## src/rtl/apb_timer_pkg.sv

```systemverilog
// Purpose: shared register map, CTRL bit positions and helpers for the APB multi-channel timer.
// Latency: n/a (constants and pure functions only).
// Backpressure: n/a.
package apb_timer_pkg;

  // Per-channel register block: channel c lives at c * CH_STRIDE
  localparam logic [11:0] CH_STRIDE = 12'h020;
  localparam logic [4:0]  OFF_TMR   = 5'h00;
  localparam logic [4:0]  OFF_PRE   = 5'h04;
  localparam logic [4:0]  OFF_CMP   = 5'h08;
  localparam logic [4:0]  OFF_CTRL  = 5'h0C;

  // Global registers, above the channel region
  localparam logic [11:0] ADDR_STATUS = 12'h100;
  localparam logic [11:0] ADDR_IRQEN  = 12'h104;
  localparam logic [11:0] ADDR_ICR    = 12'h108;
  localparam logic [11:0] ADDR_EVCNT  = 12'h10C;

  // CTRL register bit indices
  localparam int CTRL_EN      = 0;
  localparam int CTRL_ONESHOT = 1;

  // Value returned for any address with no register behind it
  localparam logic [31:0] UNMAPPED_RD = 32'hDEADBEEF;

  // Add a small event count to a 32-bit counter, sticking at all-ones
  function automatic logic [31:0] sat_add32(input logic [31:0] acc, input logic [3:0] inc);
    logic [32:0] sum;
    sum = {1'b0, acc} + {29'b0, inc};
    return sum[32] ? 32'hFFFF_FFFF : sum[31:0];
  endfunction

endpackage

```

## src/rtl/apb_timer_ch.sv

```systemverilog
// Purpose: one timer channel - prescaler, up-counter with compare/auto-reload, one-shot, match pulse.
// Latency: match is combinational in the tick cycle; evt is the registered copy one cycle later.
// Backpressure: none; register writes always accepted and take effect at the write edge.
module apb_timer_ch
  import apb_timer_pkg::*;
#(
  parameter int CW = 32,
  parameter int PW = 16
) (
  input  logic          clk,
  input  logic          rst_n,
  input  logic          wr_tmr,
  input  logic          wr_pre,
  input  logic          wr_cmp,
  input  logic          wr_ctrl,
  input  logic [31:0]   wdata,
  output logic [CW-1:0] tmr,
  output logic [PW-1:0] pre,
  output logic [CW-1:0] cmp,
  output logic [1:0]    ctrl,
  output logic          match,
  output logic          evt
);

  logic [PW-1:0] pcnt;
  logic          en;
  logic          oneshot;
  logic          tick;
  logic          en_rise;
  logic          unused_wdata;

  // Only the low CW/PW bits of the bus are stored; fold the rest away
  assign unused_wdata = ^wdata;

  assign tick    = en & (pcnt == pre);
  assign en_rise = wr_ctrl & ~en & wdata[CTRL_EN];
  // A TMR write in the tick cycle overrides the count, so no match is taken
  assign match   = tick & (tmr == cmp) & ~wr_tmr;
  assign ctrl    = {oneshot, en};

  // Prescaler: counts 0..PRE while enabled, restarts on tick, TMR write or enable
  always_ff @(posedge clk or negedge rst_n) begin
    if (!rst_n) begin
      pcnt <= '0;
    end else if (wr_tmr || en_rise || tick) begin
      pcnt <= '0;
    end else if (en) begin
      pcnt <= pcnt + PW'(1);
    end
  end

  // Main counter: software load wins, enable edge clears, otherwise step or reload on tick
  always_ff @(posedge clk or negedge rst_n) begin
    if (!rst_n) begin
      tmr <= '0;
    end else if (wr_tmr) begin
      tmr <= wdata[CW-1:0];
    end else if (en_rise) begin
      tmr <= '0;
    end else if (tick) begin
      tmr <= match ? '0 : tmr + CW'(1);
    end
  end

  // Configuration registers; a CTRL write beats the one-shot auto-disable
  always_ff @(posedge clk or negedge rst_n) begin
    if (!rst_n) begin
      pre     <= '0;
      cmp     <= '0;
      en      <= 1'b0;
      oneshot <= 1'b0;
    end else begin
      if (wr_pre) pre <= wdata[PW-1:0];
      if (wr_cmp) cmp <= wdata[CW-1:0];
      if (wr_ctrl) begin
        en      <= wdata[CTRL_EN];
        oneshot <= wdata[CTRL_ONESHOT];
      end else if (match && oneshot) begin
        en <= 1'b0;
      end
    end
  end

  // Registered one-cycle event pulse following each match
  always_ff @(posedge clk or negedge rst_n) begin
    if (!rst_n) begin
      evt <= 1'b0;
    end else begin
      evt <= match;
    end
  end

endmodule

```

## src/rtl/apb_timer_nch.sv

```systemverilog
// Purpose: APB slave wrapping NCH timer channels with sticky flags, IRQ masking and an event counter.
// Latency: zero-wait-state APB; PRDATA combinational from PADDR; IRQ follows the registered flags.
// Backpressure: none; PREADY is tied high.
module apb_timer_nch
  import apb_timer_pkg::*;
#(
  parameter int NCH = 4,
  parameter int CW  = 32,
  parameter int PW  = 16
) (
  input  logic           PCLK,
  input  logic           PRESETn,
  input  logic           PSEL,
  input  logic [11:2]    PADDR,
  input  logic           PENABLE,
  input  logic           PWRITE,
  input  logic [31:0]    PWDATA,
  output logic [31:0]    PRDATA,
  output logic           PREADY,
  output logic           IRQ,
  output logic [NCH-1:0] CH_EVT
);

  localparam logic [11:0] CH_SPAN = CH_STRIDE * 12'(NCH);

  logic [11:0]    byte_addr;
  logic           wr_en;
  logic           in_ch;
  logic [2:0]     ch_sel;
  logic [4:0]     ch_off;
  logic           wr_irqen;
  logic           wr_icr;

  logic [CW-1:0]  tmr_rd  [NCH];
  logic [PW-1:0]  pre_rd  [NCH];
  logic [CW-1:0]  cmp_rd  [NCH];
  logic [1:0]     ctrl_rd [NCH];
  logic [NCH-1:0] match_vec;

  logic [NCH-1:0] status;
  logic [NCH-1:0] irqen;
  logic [NCH-1:0] icr_mask;
  logic [31:0]    evcnt;
  logic [3:0]     nmatch;
  logic [31:0]    rdata;

  assign byte_addr = {PADDR, 2'b00};
  assign wr_en     = PSEL & PWRITE & PENABLE;
  assign in_ch     = (byte_addr < CH_SPAN);
  assign ch_sel    = byte_addr[7:5];
  assign ch_off    = byte_addr[4:0];
  assign wr_irqen  = wr_en & (byte_addr == ADDR_IRQEN);
  assign wr_icr    = wr_en & (byte_addr == ADDR_ICR);
  assign icr_mask  = wr_icr ? PWDATA[NCH-1:0] : '0;

  for (genvar c = 0; c < NCH; c++) begin : g_ch
    logic ch_wr;
    assign ch_wr = wr_en & in_ch & (ch_sel == 3'(c));

    apb_timer_ch #(
      .CW(CW),
      .PW(PW)
    ) u_ch (
      .clk     (PCLK),
      .rst_n   (PRESETn),
      .wr_tmr  (ch_wr & (ch_off == OFF_TMR)),
      .wr_pre  (ch_wr & (ch_off == OFF_PRE)),
      .wr_cmp  (ch_wr & (ch_off == OFF_CMP)),
      .wr_ctrl (ch_wr & (ch_off == OFF_CTRL)),
      .wdata   (PWDATA),
      .tmr     (tmr_rd[c]),
      .pre     (pre_rd[c]),
      .cmp     (cmp_rd[c]),
      .ctrl    (ctrl_rd[c]),
      .match   (match_vec[c]),
      .evt     (CH_EVT[c])
    );
  end

  // Number of channels matching this cycle, for the event counter
  always_comb begin
    nmatch = '0;
    for (int c = 0; c < NCH; c++) begin
      nmatch = nmatch + 4'(match_vec[c]);
    end
  end

  // Sticky flags: a new match beats a same-cycle write-1-to-clear
  always_ff @(posedge PCLK or negedge PRESETn) begin
    if (!PRESETn) begin
      status <= '0;
    end else begin
      status <= (status & ~icr_mask) | match_vec;
    end
  end

  // Interrupt mask and saturating event count
  always_ff @(posedge PCLK or negedge PRESETn) begin
    if (!PRESETn) begin
      irqen <= '0;
      evcnt <= '0;
    end else begin
      if (wr_irqen) irqen <= PWDATA[NCH-1:0];
      evcnt <= sat_add32(evcnt, nmatch);
    end
  end

  // Read mux, driven purely by the address
  always_comb begin
    rdata = UNMAPPED_RD;
    if (in_ch) begin
      for (int c = 0; c < NCH; c++) begin
        if (ch_sel == 3'(c)) begin
          case (ch_off)
            OFF_TMR:  rdata = 32'(tmr_rd[c]);
            OFF_PRE:  rdata = 32'(pre_rd[c]);
            OFF_CMP:  rdata = 32'(cmp_rd[c]);
            OFF_CTRL: rdata = 32'(ctrl_rd[c]);
            default:  rdata = UNMAPPED_RD;
          endcase
        end
      end
    end else begin
      case (byte_addr)
        ADDR_STATUS: rdata = 32'(status);
        ADDR_IRQEN:  rdata = 32'(irqen);
        ADDR_ICR:    rdata = 32'h0;
        ADDR_EVCNT:  rdata = evcnt;
        default:     rdata = UNMAPPED_RD;
      endcase
    end
  end

  assign PRDATA = rdata;
  assign PREADY = 1'b1;
  assign IRQ    = |(status & irqen);

endmodule

```

## config.mk

```make
export PLATFORM = sky130hd
export DESIGN_NAME = apb_timer_nch
export DESIGN_NICKNAME = d
export VERILOG_FILES = /design/src/rtl/apb_timer_pkg.sv /design/src/rtl/apb_timer_ch.sv /design/src/rtl/apb_timer_nch.sv
export SDC_FILE = /design/constraint.sdc
export NUM_CORES = 1
export LEC_CHECK = 0
export CAP_MARGIN = 20
export CORE_MARGIN = 10
export CORE_UTILIZATION = 31
export CTS_BUF_LIST = sky130_fd_sc_hd__clkbuf_8
export CTS_CLUSTER_DIAMETER = 40
export DETAILED_ROUTE_END_ITERATION = 8
export PLACE_DENSITY = 0.56
export SKIP_LAST_GASP = 1
export SLEW_MARGIN = 15
export SYNTH_ARGS = -nofsm -noshare
export SYNTH_HDL_FRONTEND = slang
export SYNTH_HIERARCHICAL = 1
export SYNTH_SLANG_ARGS = --single-unit
```

## constraint.sdc

```tcl
create_clock -name PCLK -period 4.7 [get_ports PCLK]
set_input_delay 0.705 -clock PCLK [delete_from_list [all_inputs] [get_ports PCLK]]
set_output_delay 0.705 -clock PCLK [all_outputs]
set_load 0.05 [all_outputs]
```

### Word level (Yosys, flattened, before mapping)

Index checks and enable logic that the tools add are counted.

| operators by class | value |
|---|---|
| multiplexer cells | 44 |
| order comparisons | 1 |
| bitwise operators | 57 |
| reductions and logical operators | 27 |
| $add $sub $neg | 12 |
| eq/ne operators | 18 |

Operators by type and width:

| operator | count |
|---|---|
| 32-bit two-way mux | 22 |
| 32-bit one-hot mux with 4 select lines | 5 |
| 32-bit by 1-bit adder with 32-bit output (second input constant) | 4 |
| 32-bit equality test | 4 |
| 16-bit two-way mux | 8 |
| 16-bit by 1-bit adder with 16-bit output (second input constant) | 4 |
| 16-bit equality test | 4 |
| 1-bit AND | 45 |
| 10-bit by 7-bit equality test with 1-bit output (second input constant) | 4 |
| 32-bit by 4-bit adder with 33-bit output | 1 |
| 2-bit nonzero test | 8 |
| 3-bit by 2-bit equality test with 1-bit output (second input constant) | 4 |
| 12-bit by 8-bit < comparator with 1-bit output (second input constant) | 1 |
| 3-bit nonzero test | 4 |
| 4-bit AND | 2 |
| 1-bit logical OR | 8 |
| 1-bit two-way mux | 8 |
| 1-bit NOT | 8 |
| 3-bit by 1-bit equality test with 1-bit output (second input constant) | 2 |
| 5-bit zero test | 1 |
| 3-bit by 1-bit adder with 4-bit output | 1 |
| 1-bit logical AND | 4 |
| 4-bit two-way mux | 1 |
| 4-bit NOT | 1 |
| other kinds (5) | 5 |

| word-level totals | value |
|---|---|
| input port bits | 47 |
| register bits after elaboration | 436 |

### Depth between registers and ports, before layout

| depth | value |
|---|---|
| depth in word-level cells | 12 |
| depth in mapped cells | 19 |
| gate-level depth less buffers | 14 |

### By module

The synthesis kept the hierarchy.

By module, submodules not included:

| module | area an instance (µm²) | instances | cells an instance |
|---|---|---|---|
| apb_timer_ch | 5524.0 | 4 | 556 |
| apb_timer_nch | 5467.7 | 1 | 702 |

### Worst setup path after synthesis

Ideal clock, no wire load.

| timing path | value |
|---|---|
| path type | input to register |
| start | input PADDR[11] in the netlist's numbering |
| end | register evcnt[30] |
| path slack | -0.177 ns |
| stages on the path | 17 |
| setup time | 0.125 ns |
| arrival | 4.752 ns |
| buffers on the path | 3 |
| path through | or3_4 nor4_1 nand2_1 nor2_1 clkbuf_1 clkbuf_1 nor3_1 fa_1 inv_1 fa_1 inv_1 fa_1 clkbuf_1 nand4_1 nor2_1 nand3_1 mux2_2 |

| between the ends | value |
|---|---|
| word-level cells in the longest chain between the ends | 11 |
| elaborated cells between the ends (all ways) | 23 |
| classes of those cells | add/sub: 4; order compare: 1; mux: 1; bitwise: 17 |

Ends and longest elaborated chain:

| item | RTL line | RTL |
|---|---|---|
| from (decl) | apb_timer_nch.sv:14 | `input logic [11:2] PADDR,` |
| 12-bit by 8-bit < comparator with 1-bit output | apb_timer_nch.sv:49 | `assign in_ch = (byte_addr < CH_SPAN);` |
| 1-bit AND (2 in a row) | apb_timer_nch.sv:58 | `assign ch_wr = wr_en & in_ch & (ch_sel == 3'(c));` |
| 1-bit AND | apb_timer_nch.sv:66 | `.wr_tmr (ch_wr & (ch_off == OFF_TMR)),` |
| 1-bit NOT | apb_timer_ch.sv:38 | `assign match = tick & (tmr == cmp) & ~wr_tmr;` |
| 1-bit AND | apb_timer_ch.sv:38 |  |
| via match_vec[0] | apb_timer_nch.sv:38 | `logic [NCH-1:0] match_vec;` |
| 1-bit by 1-bit adder with 2-bit output | apb_timer_nch.sv:84 | `nmatch = nmatch + 4'(match_vec[c]);` |
| 2-bit by 1-bit adder with 3-bit output | apb_timer_nch.sv:84 |  |
| 3-bit by 1-bit adder with 4-bit output | apb_timer_nch.sv:84 |  |
| 32-bit by 4-bit adder with 33-bit output | apb_timer_pkg.sv:29 | `sum = {1'b0, acc} + {29'b0, inc};` |
| 32-bit two-way mux | apb_timer_pkg.sv:30 | `return sum[32] ? 32'hFFFF_FFFF : sum[31:0];` |
| to (signal assigned) | apb_timer_nch.sv:104 | `evcnt <= sat_add32(evcnt, nmatch);` |
| to (decl) | apb_timer_nch.sv:43 | `logic [31:0] evcnt;` |

The timed path passes the listed nets, and every way through them passes these cells.
A chain may end at the register's enable or synchronous reset.

### Worst setup path in the final report

| timing path | value |
|---|---|
| start | register g_ch[0].u_ch.cmp[7] |
| end | register evcnt[31] |

| between the ends | value |
|---|---|
| word-level cells in the longest chain between the ends | 8 |

Ends and longest elaborated chain:

| item | RTL line | RTL |
|---|---|---|
| from (decl) | apb_timer_ch.sv:19 | `output logic [CW-1:0] cmp,` |
| from (signal assigned) | apb_timer_ch.sv:74 | `if (wr_cmp) cmp <= wdata[CW-1:0];` |
| 32-bit equality test | apb_timer_ch.sv:38 |  |
| 1-bit AND (2 in a row) | apb_timer_ch.sv:38 |  |
| via match_vec[0] | apb_timer_nch.sv:38 |  |
| 1-bit by 1-bit adder with 2-bit output | apb_timer_nch.sv:84 |  |
| 2-bit by 1-bit adder with 3-bit output | apb_timer_nch.sv:84 |  |
| 3-bit by 1-bit adder with 4-bit output | apb_timer_nch.sv:84 |  |
| 32-bit by 4-bit adder with 33-bit output | apb_timer_pkg.sv:29 |  |
| 32-bit two-way mux | apb_timer_pkg.sv:30 |  |

The timed path passes the listed nets, and every way through them passes these cells.

==> flow_summary.json <==
{
  "rsz0062_at_grt": "false",
  "portBuffers": 83,
  "reg2regPathDepth": 15,
  "cp-end-kind": "flop",
  "ys_dominant_reg_cell": "dfrtp_1",
  "setup_viol": 0,
  "critPathMaxFanout": 6,
  "first_pass_iters": 6,
  "numCtsBuffers": 96,
  "synth_nets": 2985,
  "r2r_end": "evcnt[31]",
  "clk_latency_ns": 0.76,
  "fp.dieW_um": 318,
  "synth_area_um2": 27600,
  "coreArea_um2": 88200,
  "vias": 26000,
  "finalCritPeriodShare_pct": 92.8,
  "postSynthAreaPerCell_um2": 9.42,
  "max_cap_viol_count": 0,
  "grt_util_all_layers_pct": 22.6,
  "setup_ws_ns": 0.338,
  "fin_util_pct": 38.0,
  "clock_skew_ns": 0.0602,
  "grt_pass1_wl_um": 174000,
  "path_class": "flop to flop",
  "area_delta_synth_final_pct": 21.8,
  "cts_buffer_depth": 3,
  "seqPwrFrac_pct": 39.6,
  "dp.cells": 4207,
  "clkSinkCount": 436,
  "cp.required_ns": 5.29,
  "min_period_ns": 4.36,
  "critPathCapture": "evcnt[31]",
  "dpl.hpwl_um": 86700,
  "finalNetCount": 3199,
  "cts_root_buf": "clkbuf_8",
  "synth_warnings": 6,
  "hold_violations": 0,
  "cts-resized-gates": 0,
  "status": "finished, final reports clean",
  "gp_congestion": 1.00,
  "multi_input_area_um2": 15700,
  "fin_setup_tns_ns": 0,
  "design_power_total_w": 0.00974,
  "ant_nets": 0,
  "ir_drop_mv": 0.183,
  "drt_iter0_markers": 3551,
  "switching_share_pct": 26.0,
  "cp_data_arrival_time_ns": 4.96,
  "regArea_um2": 10900,
  "totalWireLength_um": 119000,
  "grt-ovfl-total": 0,
  "synth_edf_count": 0,
  "relSlewSlack_pct": 10.9,
  "drive_above_1_share_pct": 22.8,
  "synth.distinct_cells": 85,
  "async_reset_ff_share_pct": 100,
  "drc": 0,
  "vias_per_cell": 5.93,
  "syn_inst": 2926,
  "cp-start-kind": "flop",
  "cp-startpoint": "g_ch[0].u_ch/cmp[7]",
  "yosysSeqAreaShare_pct": 39.6,
  "clock_power_share_pct": 52.9,
  "place_ws_ns": 0.0667,
  "io_pins": 85,
  "final_cells": 4385,
  "critical_path.max_stage_delay_ns": 0.57,
  "clk_pin_slew_worst_paths_ns": 0.06,
  "fmax_mhz": 229,
  "post_cts_buffers": 0,
  "dieHeight_um": 318,
  "grt_max_degree": 98,
  "crit_chain": "xnor2_1 > nand4_1 > nor4_4 > nand2_1 > nor3_1 > fa_1 > inv_1 > fa_1 > inv_1 > fa_1 > and4_1 > buf_4 > nand3_1 > nand2_1 > mux2_2",
  "report.final.slew_viol_count": 0,
  "cpMaxStageDelayCell": "nor3_1",
  "cts_tree": "built",
  "cpMostUsedCell": "fa_1",
  "grt_pass1_vias": 24500,
  "hp-class": "input port to asynchronous set/reset pin",
  "design.die.area_um2": 101000,
  "cellPowerDensity_nw_per_um2": 290,
  "ctsHtreeMaxLevel": 3,
  "net-switching-power_w": 0.00253,
  "reg2reg_from": "g_ch[0].u_ch/cmp[7]",
  "tightest_slew_ns": 1.33,
  "antenna_found_initial": 8,
  "ff2ff_setup_slack_ns": 0.34,
  "p_int_w": 0.00721,
  "ys_ff_latch": 436,
  "post_drt_wl_per_cell_um": 27.2,
  "rows": 109,
  "p_leak_nw": 14.0,
  "fillers": 8842,
  "start_util_pct": 31.2,
  "cts_hold_buf": 0,
  "comb_power_share_pct": 7.4
}
layer usage:
| metal | global-route usage [%] | share of wire, % |
|---|---|---|
| met4 | 10.5 | 5.0 |
| met3 | 6.22 | 11 |
| met1 | 31.8 | 43 |
| met5 | 0.483 | 0.087 |
| met2 | 31.3 | 41 |
layout by cell type (no fill, tap or decap), drive strengths merged, types with 43 or more instances in the layout:
cell type      count
and3              48
a221oi            46
buf              262
clkbuf           115
xnor2            213
nand3            121
nor2             190
clkdlybuf4s50     48
a31oi             46
inv               50
nor3              66
a22oi             43
nand2            373
mux2             223
xor2              58
dfrtp            436
mux2i             62
nand4             94
o21ai            112
a21oi            180
cells by family (layout without fill, tap and decap cells):
group	Yosys count	in the layout	synth area share (%)
compound gates	643	643	15.6
xor+xnor	271	271	8.61
fa+ha+maj	12	12	0.626
buf+inv	224	516	3.86
flops	436	436	39.6
mux	295	295	12.2
other cells	1	3	0.0136
simple gates	1044	1044	19.5
cell usage after synthesis, drive strengths merged, types with 8 or more instances:
cell type / number / area share, %
a41o: 8 / 0.29
nand2: 373 / 5.1
mux2: 223 / 9.1
a221o: 11 / 0.40
nand2b: 8 / 0.18
nor2b: 8 / 0.18
inv: 30 / 0.41
nor4: 37 / 1.7
a21oi: 180 / 3.3
xnor2: 213 / 6.8
xor2: 58 / 1.8
buf: 105 / 2.2
a21o: 18 / 0.49
nand3: 121 / 2.2
mux2i: 62 / 2.3
mux4: 10 / 0.82
o311ai: 12 / 0.38
a31oi: 46 / 1.0
and3: 48 / 1.1
a31o: 12 / 0.38
a221oi: 46 / 1.6
dfrtp: 436 / 40
nor2: 190 / 2.6
ha: 9 / 0.41
o21ai: 112 / 2.0
o31ai: 21 / 0.57
nand4: 94 / 2.1
o211ai: 14 / 0.38
nor3b: 16 / 0.49
a2111oi: 8 / 0.25
a22oi: 43 / 1.2
and4: 21 / 0.67
clkbuf: 88 / 1.2
a32oi: 24 / 0.76
nor3: 66 / 1.4
and2: 21 / 0.48
o22ai: 8 / 0.18
a211oi: 40 / 1.2
or3: 10 / 0.25
state kept, by name, summed over array words and instances (netlist names):
signal	cells
evcnt	32
g_ch.u_ch/cmp	128
g_ch.u_ch/en	4
g_ch.u_ch/evt	4
g_ch.u_ch/oneshot	4
g_ch.u_ch/pcnt	64
g_ch.u_ch/pre	64
g_ch.u_ch/tmr	128
irqen	4
status	4
cell type report:
cell class	instances	area share [%]
sequential	436	32.5
multi-input combinational	2266	46.6
timing repair buffer	310	9.17
inverter	30	0.336
clock buffer	115	4.72
tap	1165	4.34
antenna	2	0.0149
clock inverter	61	2.26
power by group through the flow:
stage,Combinational [W],Clock [W],Sequential [W]
6_report,0.000723,0.00515,0.00386
5_1_grt,0.000759,0.00542,0.00386
4_1_cts,0.000711,0.00523,0.00386
3_5_place_dp,0.000707,0,0.00393
3_3_place_gp,0.000709,0,0.00392
2_1_floorplan,0.000285,0,0.00390
worst min-delay path by stage:
stage / startpoint / cells past startpoint / to / slack [ns]
2_1_floorplan: PRESETn / 0 / evcnt[0] / 0.41
3_3_place_gp: status[2] / 1 / status[2] / 0.49
3_5_place_dp: status[2] / 1 / status[2] / 0.49
4_1_cts: PRESETn / 1 / g_ch[0].u_ch/tmr[14] / 0.04
5_1_grt: PRESETn / 1 / g_ch[0].u_ch/tmr[14] / 0.07
6_report: PRESETn / 1 / g_ch[0].u_ch/tmr[14] / 0.02
stage by stage:
| step | cell area (µm²) | hold slack [ns] |
|---|---|---|
| floorplan | 27600 | 0.409 |
| global placement | 31200 | 0.486 |
| detailed placement | 31200 | 0.493 |
| CTS | 33600 | 0.0355 |
| global route | 33600 | 0.0661 |
| finish | 33600 | 0.0222 |
critical path: cells and delay by family, from the launching register on:
family	cells	cell delay, ns
xor+xnor	1	0.33
buf+inv	3	0.33
mux	1	0.26
fa+ha+maj	3	1.12
flops	1	0.42
simple gates	7	1.76
(Power assumes the default switching activity.)
